<file path="config.mk">
export PLATFORM = sky130hd
export DESIGN_NAME = bcd_modn_counter_flat
export DESIGN_NICKNAME = d
export VERILOG_FILES = /design/src/rtl/bcd_modn_counter_if.sv /design/src/rtl/bcd_modn_counter.sv /design/src/flat_wrapper.sv
export SDC_FILE = /design/constraint.sdc
export NUM_CORES = 1
export LEC_CHECK = 0
export BUFFER_PORTS_ARGS = -buffer_cell sky130_fd_sc_hd__buf_2
export CAP_MARGIN = 20
export CORE_MARGIN = 2
export CORE_UTILIZATION = 52
export CTS_BUF_LIST = sky130_fd_sc_hd__clkbuf_8
export DETAILED_ROUTE_END_ITERATION = 10
export HOLD_SLACK_MARGIN = 0.06
export PLACE_DENSITY = 0.82
export SYNTH_ARGS = -nofsm -noshare
export SYNTH_HDL_FRONTEND = slang
export SYNTH_SLANG_ARGS = --single-unit
export TNS_END_PERCENT = 1
</file>
<file path="constraint.sdc">
create_clock -name CLK -period 2.1 [get_ports CLK]
set_clock_uncertainty 0.1 [all_clocks]
set_input_delay 0.63 -clock CLK [delete_from_list [all_inputs] [get_ports CLK]]
set_output_delay 0.63 -clock CLK [all_outputs]
set_load 0.02 [all_outputs]
</file>
<file path="src/rtl/bcd_modn_counter_if.sv">
// bcd_modn_counter_if
//   Groups the control and data signals of one BCD counter stage so that a
//   stage can be passed around as a single port.
//
//   Signals (directions seen from the counter, i.e. the slave modport):
//     en        in   count-enable, one step per rising clock edge
//     up        in   direction, 1 = increment, 0 = decrement
//     load      in   synchronous parallel-load strobe
//     load_bcd  in   packed BCD value to load, digit 0 in [3:0]
//     bcd       out  registered packed BCD count, digit 0 in [3:0]
//     co        out  combinational carry/borrow for same-cycle cascade
//     err       out  one-cycle pulse flagging a rejected load
//
//   DIGITS must match the DIGITS of the counter the interface is bound to.

interface bcd_modn_counter_if #(
  parameter int DIGITS = 2
);

  logic                  en;
  logic                  up;
  logic                  load;
  logic [4*DIGITS-1:0]   load_bcd;
  logic [4*DIGITS-1:0]   bcd;
  logic                  co;
  logic                  err;

  // Driver side: whoever steers the counter (testbench, lower cascade stage).
  modport master (
    output en,
    output up,
    output load,
    output load_bcd,
    input  bcd,
    input  co,
    input  err
  );

  // Counter side.
  modport slave (
    input  en,
    input  up,
    input  load,
    input  load_bcd,
    output bcd,
    output co,
    output err
  );

endinterface

</file>
<file path="src/rtl/bcd_modn_counter.sv">
// bcd_modn_counter
//   Synchronous up/down BCD counter with any number of digits and any
//   modulus up to 10^DIGITS. Stages are chained by driving the next stage's
//   en from this stage's co, so a whole clock (seconds/minutes/hours)
//   advances on a single edge.
//
//   Ports:
//     CLK   in   sole clock, all state changes on its rising edge
//     RST   in   synchronous active-high reset (bcd = 0, err = 0)
//     bus   slave modport of bcd_modn_counter_if carrying en, up, load,
//           load_bcd, bcd, co and err
//
//   Edge priority: RST, then load, then en, then hold.

module bcd_modn_counter #(
  parameter int          DIGITS  = 2,
  parameter int unsigned MODULUS = 60
) (
  input  logic              CLK,
  input  logic              RST,
  bcd_modn_counter_if.slave bus
);

  localparam int W = 4 * DIGITS;

  // 10^n for elaboration-time range checks. Only evaluated for n <= 8 in
  // legal configurations, so 32 bits are enough.
  function automatic int unsigned pow10(input int n);
    int unsigned r;
    r = 1;
    for (int i = 0; i < n && i < 9; i++) begin
      r = r * 10;
    end
    return r;
  endfunction

  // Integer to packed BCD, used once to build the terminal count.
  function automatic logic [W-1:0] to_bcd(input int unsigned v);
    logic [W-1:0] r;
    int unsigned  x;
    r = '0;
    x = v;
    for (int i = 0; i < DIGITS; i++) begin
      r[4*i +: 4] = 4'(x % 10);
      x           = x / 10;
    end
    return r;
  endfunction

  // Illegal parameter combinations stop elaboration.
  if (DIGITS < 1 || DIGITS > 8) begin : g_bad_digits
    $error("bcd_modn_counter: DIGITS=%0d outside 1..8", DIGITS);
  end else if (MODULUS < 2 || MODULUS > pow10(DIGITS)) begin : g_bad_modulus
    $error("bcd_modn_counter: MODULUS=%0d outside 2..10^%0d", MODULUS, DIGITS);
  end

  // Terminal count MODULUS-1 in BCD. Packed BCD with valid digits orders the
  // same way as plain unsigned binary, so range checks below are simple
  // unsigned compares against this constant with no decimal conversion.
  localparam logic [W-1:0] MAX_BCD    = to_bcd(MODULUS - 1);
  localparam bit           FULL_RANGE = (MODULUS == pow10(DIGITS));

  logic [W-1:0] bcd_q, bcd_d;
  logic         err_q, err_d;

  logic [W-1:0] inc_val, dec_val;
  logic         carry, borrow;
  logic         load_digits_ok, state_digits_ok, all_nines;
  logic         load_ok, state_ok;
  logic         at_max, at_zero;

  // Per-digit ripple increment and decrement of the current count. A digit
  // only changes if every lower digit overflowed (9 -> 0) or underflowed
  // (0 -> 9); the ripple settles within one cycle.
  always_comb begin
    inc_val = bcd_q;
    dec_val = bcd_q;
    carry   = 1'b1;
    borrow  = 1'b1;
    for (int d = 0; d < DIGITS; d++) begin
      if (carry) begin
        inc_val[4*d +: 4] = (bcd_q[4*d +: 4] == 4'd9) ? 4'd0 : bcd_q[4*d +: 4] + 4'd1;
      end
      if (borrow) begin
        dec_val[4*d +: 4] = (bcd_q[4*d +: 4] == 4'd0) ? 4'd9 : bcd_q[4*d +: 4] - 4'd1;
      end
      carry  = carry  & (bcd_q[4*d +: 4] == 4'd9);
      borrow = borrow & (bcd_q[4*d +: 4] == 4'd0);
    end
  end

  // Digit-level sanity of the load value and of the current state, plus the
  // all-nines detector used when the modulus spans the full digit range.
  always_comb begin
    load_digits_ok  = 1'b1;
    state_digits_ok = 1'b1;
    all_nines       = 1'b1;
    for (int d = 0; d < DIGITS; d++) begin
      if (bus.load_bcd[4*d +: 4] > 4'd9) begin
        load_digits_ok = 1'b0;
      end
      if (bcd_q[4*d +: 4] > 4'd9) begin
        state_digits_ok = 1'b0;
      end
      if (bcd_q[4*d +: 4] != 4'd9) begin
        all_nines = 1'b0;
      end
    end
  end

  // Wrap detection. For a full-range modulus the terminal count is all 9s,
  // so the digit detector replaces the constant compare. Both at_max and
  // at_zero imply an in-range state, which keeps co low on a corrupt value.
  always_comb begin
    load_ok  = load_digits_ok  && (bus.load_bcd <= MAX_BCD);
    state_ok = state_digits_ok && (bcd_q <= MAX_BCD);
    at_max   = FULL_RANGE ? all_nines : (bcd_q == MAX_BCD);
    at_zero  = (bcd_q == '0);
  end

  // Next-state selection below reset: load beats count, count beats hold.
  // A corrupt (out-of-range) count is cleared on the next enabled edge.
  always_comb begin
    bcd_d = bcd_q;
    err_d = 1'b0;
    if (bus.load) begin
      if (load_ok) begin
        bcd_d = bus.load_bcd;
      end else begin
        err_d = 1'b1;
      end
    end else if (bus.en) begin
      if (!state_ok) begin
        bcd_d = '0;
      end else if (bus.up) begin
        bcd_d = at_max ? '0 : inc_val;
      end else begin
        bcd_d = at_zero ? MAX_BCD : dec_val;
      end
    end
  end

  // State registers with synchronous reset.
  always_ff @(posedge CLK) begin
    if (RST) begin
      bcd_q <= '0;
      err_q <= 1'b0;
    end else begin
      bcd_q <= bcd_d;
      err_q <= err_d;
    end
  end

  // co is deliberately unregistered so a chained stage steps on the same
  // edge as the one that wraps this stage.
  assign bus.co  = bus.en & ~bus.load & ~RST & (bus.up ? at_max : at_zero);
  assign bus.bcd = bcd_q;
  assign bus.err = err_q;

endmodule

</file>
<file path="src/flat_wrapper.sv">
// flat-port wrapper written by rule: the top's interface ports become plain ports
module bcd_modn_counter_flat 
#(
  parameter int          DIGITS  = 2,
  parameter int unsigned MODULUS = 60
)
  (CLK, RST, bus_en, bus_up, bus_load, bus_load_bcd, bus_bcd, bus_co, bus_err);
  bcd_modn_counter_if #(.DIGITS(DIGITS)) bus_i ();
  input  logic CLK;
  input  logic RST;
  input wire logic [$bits(bus_i.en)-1:0] bus_en;
  input wire logic [$bits(bus_i.up)-1:0] bus_up;
  input wire logic [$bits(bus_i.load)-1:0] bus_load;
  input wire logic [$bits(bus_i.load_bcd)-1:0] bus_load_bcd;
  output wire logic [$bits(bus_i.bcd)-1:0] bus_bcd;
  output wire logic [$bits(bus_i.co)-1:0] bus_co;
  output wire logic [$bits(bus_i.err)-1:0] bus_err;
  assign bus_i.en = bus_en;
  assign bus_i.up = bus_up;
  assign bus_i.load = bus_load;
  assign bus_i.load_bcd = bus_load_bcd;
  assign bus_bcd = bus_i.bcd;
  assign bus_co = bus_i.co;
  assign bus_err = bus_i.err;
  bcd_modn_counter #(.DIGITS(DIGITS), .MODULUS(MODULUS)) u_core (.CLK(CLK), .RST(RST), .bus(bus_i));
endmodule
</file>
Word level (Yosys, flattened, before mapping)
Index checks and enable logic that the tools add are counted.
Cells by class
  add/subtract/negate cells: 4
  $lt $le $gt $ge: 6
  equal/unequal tests: 6
  muxes and demuxes: 19
  bitwise logic cells: 5
  reduce and logical (&&, ||, !) cells: 9
Operator list (count)
  2-to-1 mux 8 bit: 7
  2-to-1 mux 4 bit: 6
  greater-than comparator 4 bit (second input constant): 4
  <= comparator 8 x 7 -> 1 bit (second input constant): 2
  != test 5 bit (second input constant): 2
  adder 4 x 1 -> 4 bit (second input constant): 2
  == test 4 bit (second input constant): 2
  == test 8 x 7 -> 1 bit (second input constant): 1
  logical NOT 4 bit: 2
  logical NOT 8 bit: 1
  subtractor 4 x 1 -> 4 bit (second input constant): 2
  2-to-1 mux 1 bit: 6
  AND reduction 4 bit: 1
  bitwise AND 1 bit: 3
  logical AND 1 bit: 2
  != test 2 x 1 -> 1 bit (second input constant): 1
  NOT 1 bit: 2
  AND reduction 2 bit: 1
  nonzero test 2 bit: 1
  OR reduction 2 bit: 1
Word-level totals
  register bits after elaboration: 9
  input port bits: 13

Longest topological paths before layout
Gate-level depths: netlist (run 1).
  word-level depth: 8
  mapped depth: 6
  mapped depth without buffers: 5

Worst setup path after synthesis (run 1)
No wires, ideal clock.
  path kind: input to output
  start point: input RST
  end point: output bus_co
  data arrival time: 1.378 ns
  data required time: 1.370 ns
  path slack: -0.008 ns
  stages on the path: 4
  buffers on the path: 1
  cells stage by stage: clkbuf_1 nor3_1 nand3_1 a21oi_1
On the way
  cells in the longest elaborated chain, start to end: 3
Ends and longest elaborated chain
  from (decl): RTL line flat_wrapper.sv:10  | input logic RST;
  NOT 1 bit: RTL line bcd_modn_counter.sv:156  | assign bus.co = bus.en & ~bus.load & ~RST & (bus.up ? at_max : at_zero);
  bitwise AND 1 bit (2 in a row): RTL line bcd_modn_counter.sv:156
  to (decl): RTL line flat_wrapper.sv:16  | output wire logic [$bits(bus_i.co)-1:0] bus_co;
No other way between the ends.

Final worst setup path (run 1)
  start point: input bus_up
  end point: output bus_co
On the way
  cells in the longest elaborated chain, start to end: 2
Ends and longest elaborated chain
  from (decl): RTL line flat_wrapper.sv:12  | input wire logic [$bits(bus_i.up)-1:0] bus_up;
  2-to-1 mux 1 bit: RTL line bcd_modn_counter.sv:156
  bitwise AND 1 bit: RTL line bcd_modn_counter.sv:156
No other way between the ends.

==> results of run 1 <==
-- worst reg2reg max path, delay by kind of cell (launching register included) --
kind / cells / cell delay (ns)
AO/OA/AOI/OAI: 2 / 0.35
AND/OR/NAND/NOR: 1 / 0.11
flip-flops: 1 / 0.52
multiplexers: 1 / 0.51
-- power by group --
part / switching [mW] / internal, mW / total, mW
sequential: 0.0223 / 0.185 / 0.208
combinational: 0.124 / 0.0885 / 0.213
clock: 0.0759 / 0.128 / 0.204
total: 0.222 / 0.402 / 0.624
-- path summary, 6_finish.rpt --
check             slack [ns]  cells past startpoint                            from                             end
setup / recovery        0.09                      5                          bus_up                          bus_co
hold / removal          0.48                      2  u_core.bus.bcd[7]$_SDFFE_PP0P_  u_core.bus.bcd[7]$_SDFFE_PP0P_
setup reg to reg        0.38                      4  u_core.bus.bcd[4]$_SDFFE_PP0P_  u_core.bus.bcd[5]$_SDFFE_PP0P_
hold reg to reg         0.48                      2  u_core.bus.bcd[7]$_SDFFE_PP0P_  u_core.bus.bcd[7]$_SDFFE_PP0P_
-- metrics by stage --
| step | utilization | hold WS (ns) | setup WS [ns] |
|---|---|---|---|
| floorplan | - | 0.493 | 0.0984 |
| global placement | 0.642 | 0.459 | 0.0852 |
| detailed placement | 0.642 | 0.470 | 0.0743 |
| CTS | 0.673 | 0.481 | 0.0766 |
| global route | 0.675 | 0.521 | 0.00972 |
| finish | 0.675 | 0.485 | 0.0870 |
-- cells by family (layout without fill, tap and decap cells) --
family,after synthesis,after routing,share of synthesized area
compound gates,43,43,0.378
xor+xnor,2,2,0.0223
flops,9,9,0.230
buf+inv,13,39,0.0813
simple gates,41,41,0.260
mux,1,1,0.0287
-- layer usage --
metal	global-route usage	up-vias	share of wire
met5	0	-	0
met4	0.144	0	0.021
met3	0.0255	5	0.059
met2	0.403	29	0.48
met1	0.325	414	0.44
li1	-	465	-
-- synthesized netlist by cell type, types with 2 or more instances --
cell type  number
a211oi_1        7
a21oi_1         9
a31oi_1         5
and3_1          2
buf_2           6
dfxtp_1         9
inv_1           4
nand2_1        10
nand2b_1        2
nand3_1         2
nand4_1         2
nor2_1         11
nor2b_1         3
nor3_1          4
o21ai_0         6
o21ai_1         4
-- area by class of cell --
cell class | count | area [sq um] | area share
clock buffers | 3 | 41.3 | 0.0421
clock inverters | 1 | 3.75 | 0.00383
inverters | 5 | 18.8 | 0.0191
multi-input cells | 87 | 547 | 0.557
flip-flops and latches | 9 | 180 | 0.184
well taps | 16 | 20.0 | 0.0204
repair buffers | 30 | 170 | 0.173
-- flip-flops by register name (all words and copies together), names as in the netlist --
register        flops
u_core.bus.bcd      8
u_core.bus.err      1
-- cells in the final DEF (no fill, tap or decap), drive strengths merged, types with 2 or more instances in the layout --
cell	instances
a211oi	8
a21oi	9
a31oi	5
and3	2
buf	30
clkbuf	3
dfxtp	9
inv	6
nand2	11
nand2b	2
nand3	2
nand4	2
nor2	11
nor2b	3
nor3	4
nor4	2
o21ai	10
==> metrics.csv, run 1 <==
metric,value,unit
top_level_ports,23,
fill_cells,134,
arrival,1.28,ns
max_slew_margin,0.697,
cp_top_family,buffers and inverters,
die_height,42.8,um
std_cell_rows,14,
synth_top_area_cell,dfxtp_1,
finalPower,0.624,mW
cts_buffers,3,
crit_type,in2out,
ant_nets,0,
synth_fp_nets,122,
ys_types,39,
async_flop_share,0,
grt_pass1_vias,807,
cpMaxStageDelayCell,buf_2,
area_growth,25.0,%
p_leak,0.412,nW
nNetsFinal,149,
drv_cap,0,
ctsHoldBuffers,0,
hpwl,1570,um
final-hold-violation-count,0,
fmax,497,MHz
ys_ff_latch,9,
wl_per_cell,13.6,um
synth.avg_cell_area,7.20,sq um
setup_tns,0,ns
rsz0062_at_grt,false,
drt-total-wl,2050,um
crit_buf_inv,2,
netlist.area_leader.share,0.230,
vias_per_cell,6.05,
grt_first_pass_wirelength,3460,um
path_cells,buf_2 > and2_1 > nand4_1 > a21oi_2 > buf_2,
run_status,"complete, no violations",
vias,913,
cts_setup_buffers,0,
cpMostUsedCell,buf_2,
hold_class,reg2reg,
clock-sinks,9,
clockBufferDepth,2,
clkTransAtPathRegs,0.05,ns
synth_ff_type,dfxtp_1,
report.final.slew_viol_count,0,
cp-start-kind,primary input,
setup_viol,0,
yosys-top-cells-area,"dfxtp_1 23%, a211oi_1 6.7%, a21oi_1 5.7%",
cellPowerDensity,636,nW/um^2
netlist_area,785,sq um
placed_cell_area,933,sq um
drtIter0Drc,22,
period_share,0.959,
grt.overflow.total,0,
final_cells,151,
critPathRequiredTime,1.37,ns
tritoncts,built,
start_util,0.540,
grt_start_max_net_pins,14,
drive_above_1_share,0.304,
critPathMaxFanout,3,
tightest_slew,0.454,ns
antenna_found_initial,0,
core,1450,sq um
drc,0,
track_usage,0.252,
gp_congestion,0.879,
io_buffers,22,
ys_seq_area_frac,0.230,
dp.cells,147,
diodes,0,
critPathCaptureType,output port,
period_needed,2.01,ns
dr.pass1.iters,4,
cts_max_level,1,
slowest_delay,0.16,ns
clkLatencyLatePin,0.24,ns
ir_worst_vdd,0.452,mV
cts_resized,0,
synth_edf_count,0,
stdcell_area,981,sq um
root_buffer,clkbuf_8,
ys_warn_count,0,
die_x,42.8,um
netlist_instances,109,
die_area,1840,sq um
Note: power is estimated with default switching activity, not from simulation.
==> run 2, diff against run 1 <==
- SETUP_SLACK_MARGIN: not set -> 0.5
==> run 2 against run 1 <==
Count of clock-buffer cells in the layout stayed put. Critical path depth stayed put. Critical path type unchanged. Clock power hardly changed.
==> metrics.csv, run 2 (synthesized netlist as in run 1, its figures left out) <==
metric,value,unit,change
cellPowerDensity,610,nW/um^2,-4.1%
dr.pass1.iters,4,,unchanged
arrival,1.24,ns,-0.04 ns
run_status,"complete, no violations",,
path_cells,buf_2 > nor2b_4 > nand3_4 > a21oi_4 > buf_6,,
final_common_cell,buf_2,,
grt.overflow.total,0,,unchanged
whs,0.479,ns,-0.00550 ns
drc,0,,unchanged
slowest_delay,0.14,ns,-0.02 ns
cts_buffers,3,,unchanged
critPathRequiredTime,1.37,ns,about the same
cp-start-kind,primary input,,
drv_cap,0,,unchanged
wl_met2,1240,um,+24%
root_buffer,clkbuf_8,,
top_level_ports,23,,unchanged
max_slew_margin,0.682,,-0.0159
gp_congestion,0.891,,+1.4%
tightest_slew,0.478,ns,+0.0239 ns
hold_class,reg2reg,,
clkLatencyLatePin,0.24,ns,about the same
start_util,0.540,,unchanged
core,1450,sq um,unchanged
cts_max_level,1,,unchanged
wl_per_cell,16.6,um,+22%
clkTransAtPathRegs,0.04,ns,about the same
clock-sinks,9,,unchanged
setup_viol,0,,unchanged
period_share,0.940,,-0.0189
vias_per_cell,6.39,,+5.7%
io_buffers,22,,unchanged
ant_nets,0,,unchanged
area_growth,37.5,%,
fmax,507,MHz,+2.0%
rsz0062_at_grt,true,,
crit_type,in2out,,
die_x,42.8,um,unchanged
grt_pass1_vias,881,,+9.2%
die_area,1840,sq um,unchanged
antenna_found_initial,0,,unchanged
layout_common_cells,"18 x buf_2, 10 x nand2_1, 10 x buf_4, 9 x nor2_1, 8 x a21oi_1",,
std_cell_rows,14,,unchanged
hpwl,1580,um,+0.74%
critPathMaxFanout,2,,-1
nNetsFinal,151,,+1.3%
tritoncts,built,,
final-hold-violation-count,0,,unchanged
cpMaxStageDelayCell,nor2b_4,,
drive_above_1_share,0.380,,+0.0759
report.final.slew_viol_count,0,,unchanged
setup_tns,0,ns,unchanged
largest_register_ffs,8,,unchanged
top_layer,met4,,
grt_start_max_net_pins,16,,+2
diodes,0,,unchanged
ir_worst_vdd,0.468,mV,+3.5%
vias,978,,+7.1%
period_needed,1.97,ns,-0.0397 ns
drt-total-wl,2530,um,+23%
wl_met1,1050,um,+17%
die_height,42.8,um,unchanged
placed_cell_area,953,sq um,+2.1%
track_usage,0.287,,+0.0353
clockBufferDepth,2,,unchanged
stdcell_area,1080,sq um,+9.9%
grt_first_pass_wirelength,3950,um,+14%
p_leak,0.441,nW,+7.1%
critPathCaptureType,output port,,
routed-wl-met3,191,um,+58%
drtIter0Drc,64,,+190%
-- run 2: path summary, 6_finish.rpt --
| kind | to | cells after the start | start | slack, ns |
|---|---|---|---|---|
| setup / recovery | bus_co | 5 | bus_load | 0.13 |
| hold / removal | u_core.bus.bcd[4]$_SDFFE_PP0P_ | 2 | u_core.bus.bcd[4]$_SDFFE_PP0P_ | 0.48 |
| setup reg to reg | u_core.bus.bcd[3]$_SDFFE_PP0P_ | 6 | u_core.bus.bcd[1]$_SDFFE_PP0P_ | 0.35 |
| hold reg to reg | u_core.bus.bcd[4]$_SDFFE_PP0P_ | 2 | u_core.bus.bcd[4]$_SDFFE_PP0P_ | 0.48 |
-- run 2: layout make-up --
cell class	count	area, sq um
Sequential cell	9	184
Multi-Input combinational cell	87	597
Clock inverter	1	3.75
Fill cell	110	375
Clock buffer	3	41.3
Tap cell	16	20.0
Timing Repair Buffer	32	214
Inverter	5	18.8
-- run 2: stage by stage --
step | utilization | setup WS, ns | power (mW) | instances
global placement | 0.656 | 0.00590 | 0.418 | 148
global route | 0.742 | 0.0957 | 0.685 | 153
finish | 0.742 | 0.127 | 0.658 | 153
detailed placement | 0.656 | -0.0141 | 0.423 | 148
floorplan | - | 0.161 | 0.363 | 109
CTS | 0.726 | 0.123 | 0.638 | 153
-- run 2: critical path, delay by kind of cell --
| family | cells | cell delay (ns) |
|---|---|---|
| and+or+nand+nor | 2 | 0.24 |
| AOI/OAI and AO/OA | 1 | 0.12 |
| buffers and inverters | 2 | 0.24 |
-- run 2: report_power, final --
group / switching, mW / total, mW / leakage [nW] / internal, mW
sequential: 0.0223 / 0.209 / 0.0753 / 0.187
combinational: 0.141 / 0.242 / 0.339 / 0.101
clock: 0.0787 / 0.207 / 0.0269 / 0.128
-- run 2: routing by layer --
layer,vias up,global-route usage
met4,0,0.156
met5,-,0
met1,446,0.367
li1,463,-
met2,60,0.467
met3,9,0.0298
-- run 2: repair_timing --
item / 4_1_cts / 5_1_grt
cloned: 0 / 0
gates resized for setup: 14 / 5
endpoints found under the setup margin: 15 / 16
pin swaps: 5 / 1
hold buffers: 0 / 0
buffers inserted: 1 / 0
==> run 3, diff against run 2 <==
- PLACE_DENSITY: 0.82 -> 0.87
==> run 3 against run 2 <==
Design area down 2.2%. Cell count unchanged. Die area did not move. Largest cell class unchanged.
==> metrics.csv, run 3 (synthesized netlist as in run 1, its figures left out) <==
metric,value,unit,change
clockBufferDepth,2,,unchanged
cts_max_level,1,,unchanged
std_cell_rows,14,,unchanged
period_needed,1.99,ns,+0.0161 ns
clock-sinks,9,,unchanged
setup_ws,0.111,ns,-0.0161 ns
cp-start-kind,primary input,,
ctsHoldBuffers,0,,unchanged
tritoncts,built,,
die_height,42.8,um,unchanged
tightest_slew,0.459,ns,-0.0185 ns
layout_common_cells,"19 x buf_2, 10 x nand2_1, 10 x buf_4, 9 x nor2_1",,
vias_per_cell,6.49,,+1.5%
die_x,42.8,um,unchanged
drc,0,,unchanged
netSwitchingFraction,0.365,,-0.00319
diodes,0,,unchanged
period_share,0.947,,+0.00766
finalPower,0.651,mW,-1.1%
cellPowerDensity,617,nW/um^2,+1.1%
run_status,"complete, no violations",,
grt.overflow.total,0,,unchanged
start_util,0.540,,unchanged
cts_buffers,3,,unchanged
clkTransAtPathRegs,0.05,ns,about the same
crit_type,in2out,,
max_slew_margin,0.694,,+0.0123
setup_viol,0,,unchanged
dr.pass1.iters,4,,unchanged
fin_util,0.725,,-0.0164
core,1450,sq um,unchanged
grt_pass1_vias,898,,+1.9%
hpwl,1650,um,+4.4%
grt_first_pass_wirelength,4020,um,+1.6%
arrival,1.26,ns,+0.02 ns
critPathMaxFanout,4,,+2
p_seq_frac,0.316,,about the same
area_growth,34.4,%,
combPwrFrac,0.368,,about the same
clockPowerShare,0.316,,+0.002
drtIter0Drc,71,,+11%
ir_worst_vdd,0.420,mV,-10%
p_leak,0.441,nW,-0.15%
ant_nets,0,,unchanged
die_area,1840,sq um,unchanged
top_level_ports,23,,unchanged
largest_register_ffs,8,,unchanged
rsz0062_at_grt,true,,
drive_above_1_share,0.365,,-0.0146
place_ws,-0.00622,ns,+0.00783 ns
internal-power,0.413,mW,-0.65%
fmax,503,MHz,-0.81%
track_usage,0.294,,+0.00666
critPathRequiredTime,1.37,ns,about the same
final_common_cell,buf_2,,
grt_start_max_net_pins,16,,unchanged
fill_cells,114,,+3.6%
root_buffer,clkbuf_8,,
critPathCaptureType,output port,,
p_switching,0.237,mW,-2.0%
vias,993,,+1.5%
report.final.slew_viol_count,0,,unchanged
wl_per_cell,16.0,um,-3.6%
antenna_found_initial,0,,unchanged
final-hold-violation-count,0,,unchanged
drv_cap,0,,unchanged
clkLatencyLatePin,0.24,ns,about the same
gp_congestion,0.959,,+7.6%
nNetsFinal,151,,unchanged
drt-total-wl,2440,um,-3.6%
hold_class,reg2reg,,
io_buffers,22,,unchanged
-- run 3: what timing repair did --
item	in CTS	in global routing
resized for setup	13	1
endpoints found under the setup margin	15	16
pin swaps	5	0
endpoints found under the hold margin	0	0
buffers inserted	0	0
-- run 3: cell type report --
type	count	area [sq um]	share of cell area
multi-input combinational	87	582	0.552
timing repair buffer	32	208	0.197
sequential	9	181	0.172
clock buffer	3	41.3	0.0391
tap	16	20.0	0.0190
inverter	5	18.8	0.0178
clock inverter	1	3.75	0.00356
-- run 3: power by group through the flow --
| stage | logic [mW] | registers (mW) | clock network, mW |
|---|---|---|---|
| final | 0.240 | 0.206 | 0.205 |
| after global routing | 0.260 | 0.207 | 0.217 |
| after CTS | 0.235 | 0.203 | 0.204 |
| after detailed placement | 0.223 | 0.205 | 0 |
| after global placement | 0.215 | 0.204 | 0 |
| after floorplan | 0.146 | 0.218 | 0 |
-- run 3: critical path, cell delays in order --
cell,delay [ns]
buf_8,0.08
and2_4,0.13
nand4_1,0.13
a21oi_4,0.16
buf_6,0.13
-- run 3: final timing paths --
path | from | end | slack, ns | cells after the start
min | u_core.bus.bcd[4]$_SDFFE_PP0P_ | u_core.bus.bcd[4]$_SDFFE_PP0P_ | 0.50 | 2
min reg2reg | u_core.bus.bcd[4]$_SDFFE_PP0P_ | u_core.bus.bcd[4]$_SDFFE_PP0P_ | 0.50 | 2
max reg2reg | u_core.bus.bcd[1]$_SDFFE_PP0P_ | u_core.bus.bcd[1]$_SDFFE_PP0P_ | 0.43 | 6
max | bus_up | bus_co | 0.11 | 5
-- run 3: routing by layer --
metal,track usage,up-vias,wire (um)
li1,-,465,-
met1,0.348,454,901
met2,0.494,63,1240
met3,0.0511,11,244
met4,0.163,0,59
met5,0,-,0
-- run 3: through the flow --
step           setup TNS (ns)  cell area [sq um]  hold WS, ns  instances
6_report                    0               1050        0.495        153
5_1_grt                     0               1050        0.515        153
4_1_cts                     0               1050        0.483        153
3_5_place_dp         -0.00622                961        0.476        149
3_3_place_gp                0                961        0.472        149
2_1_floorplan               0                822        0.499        109
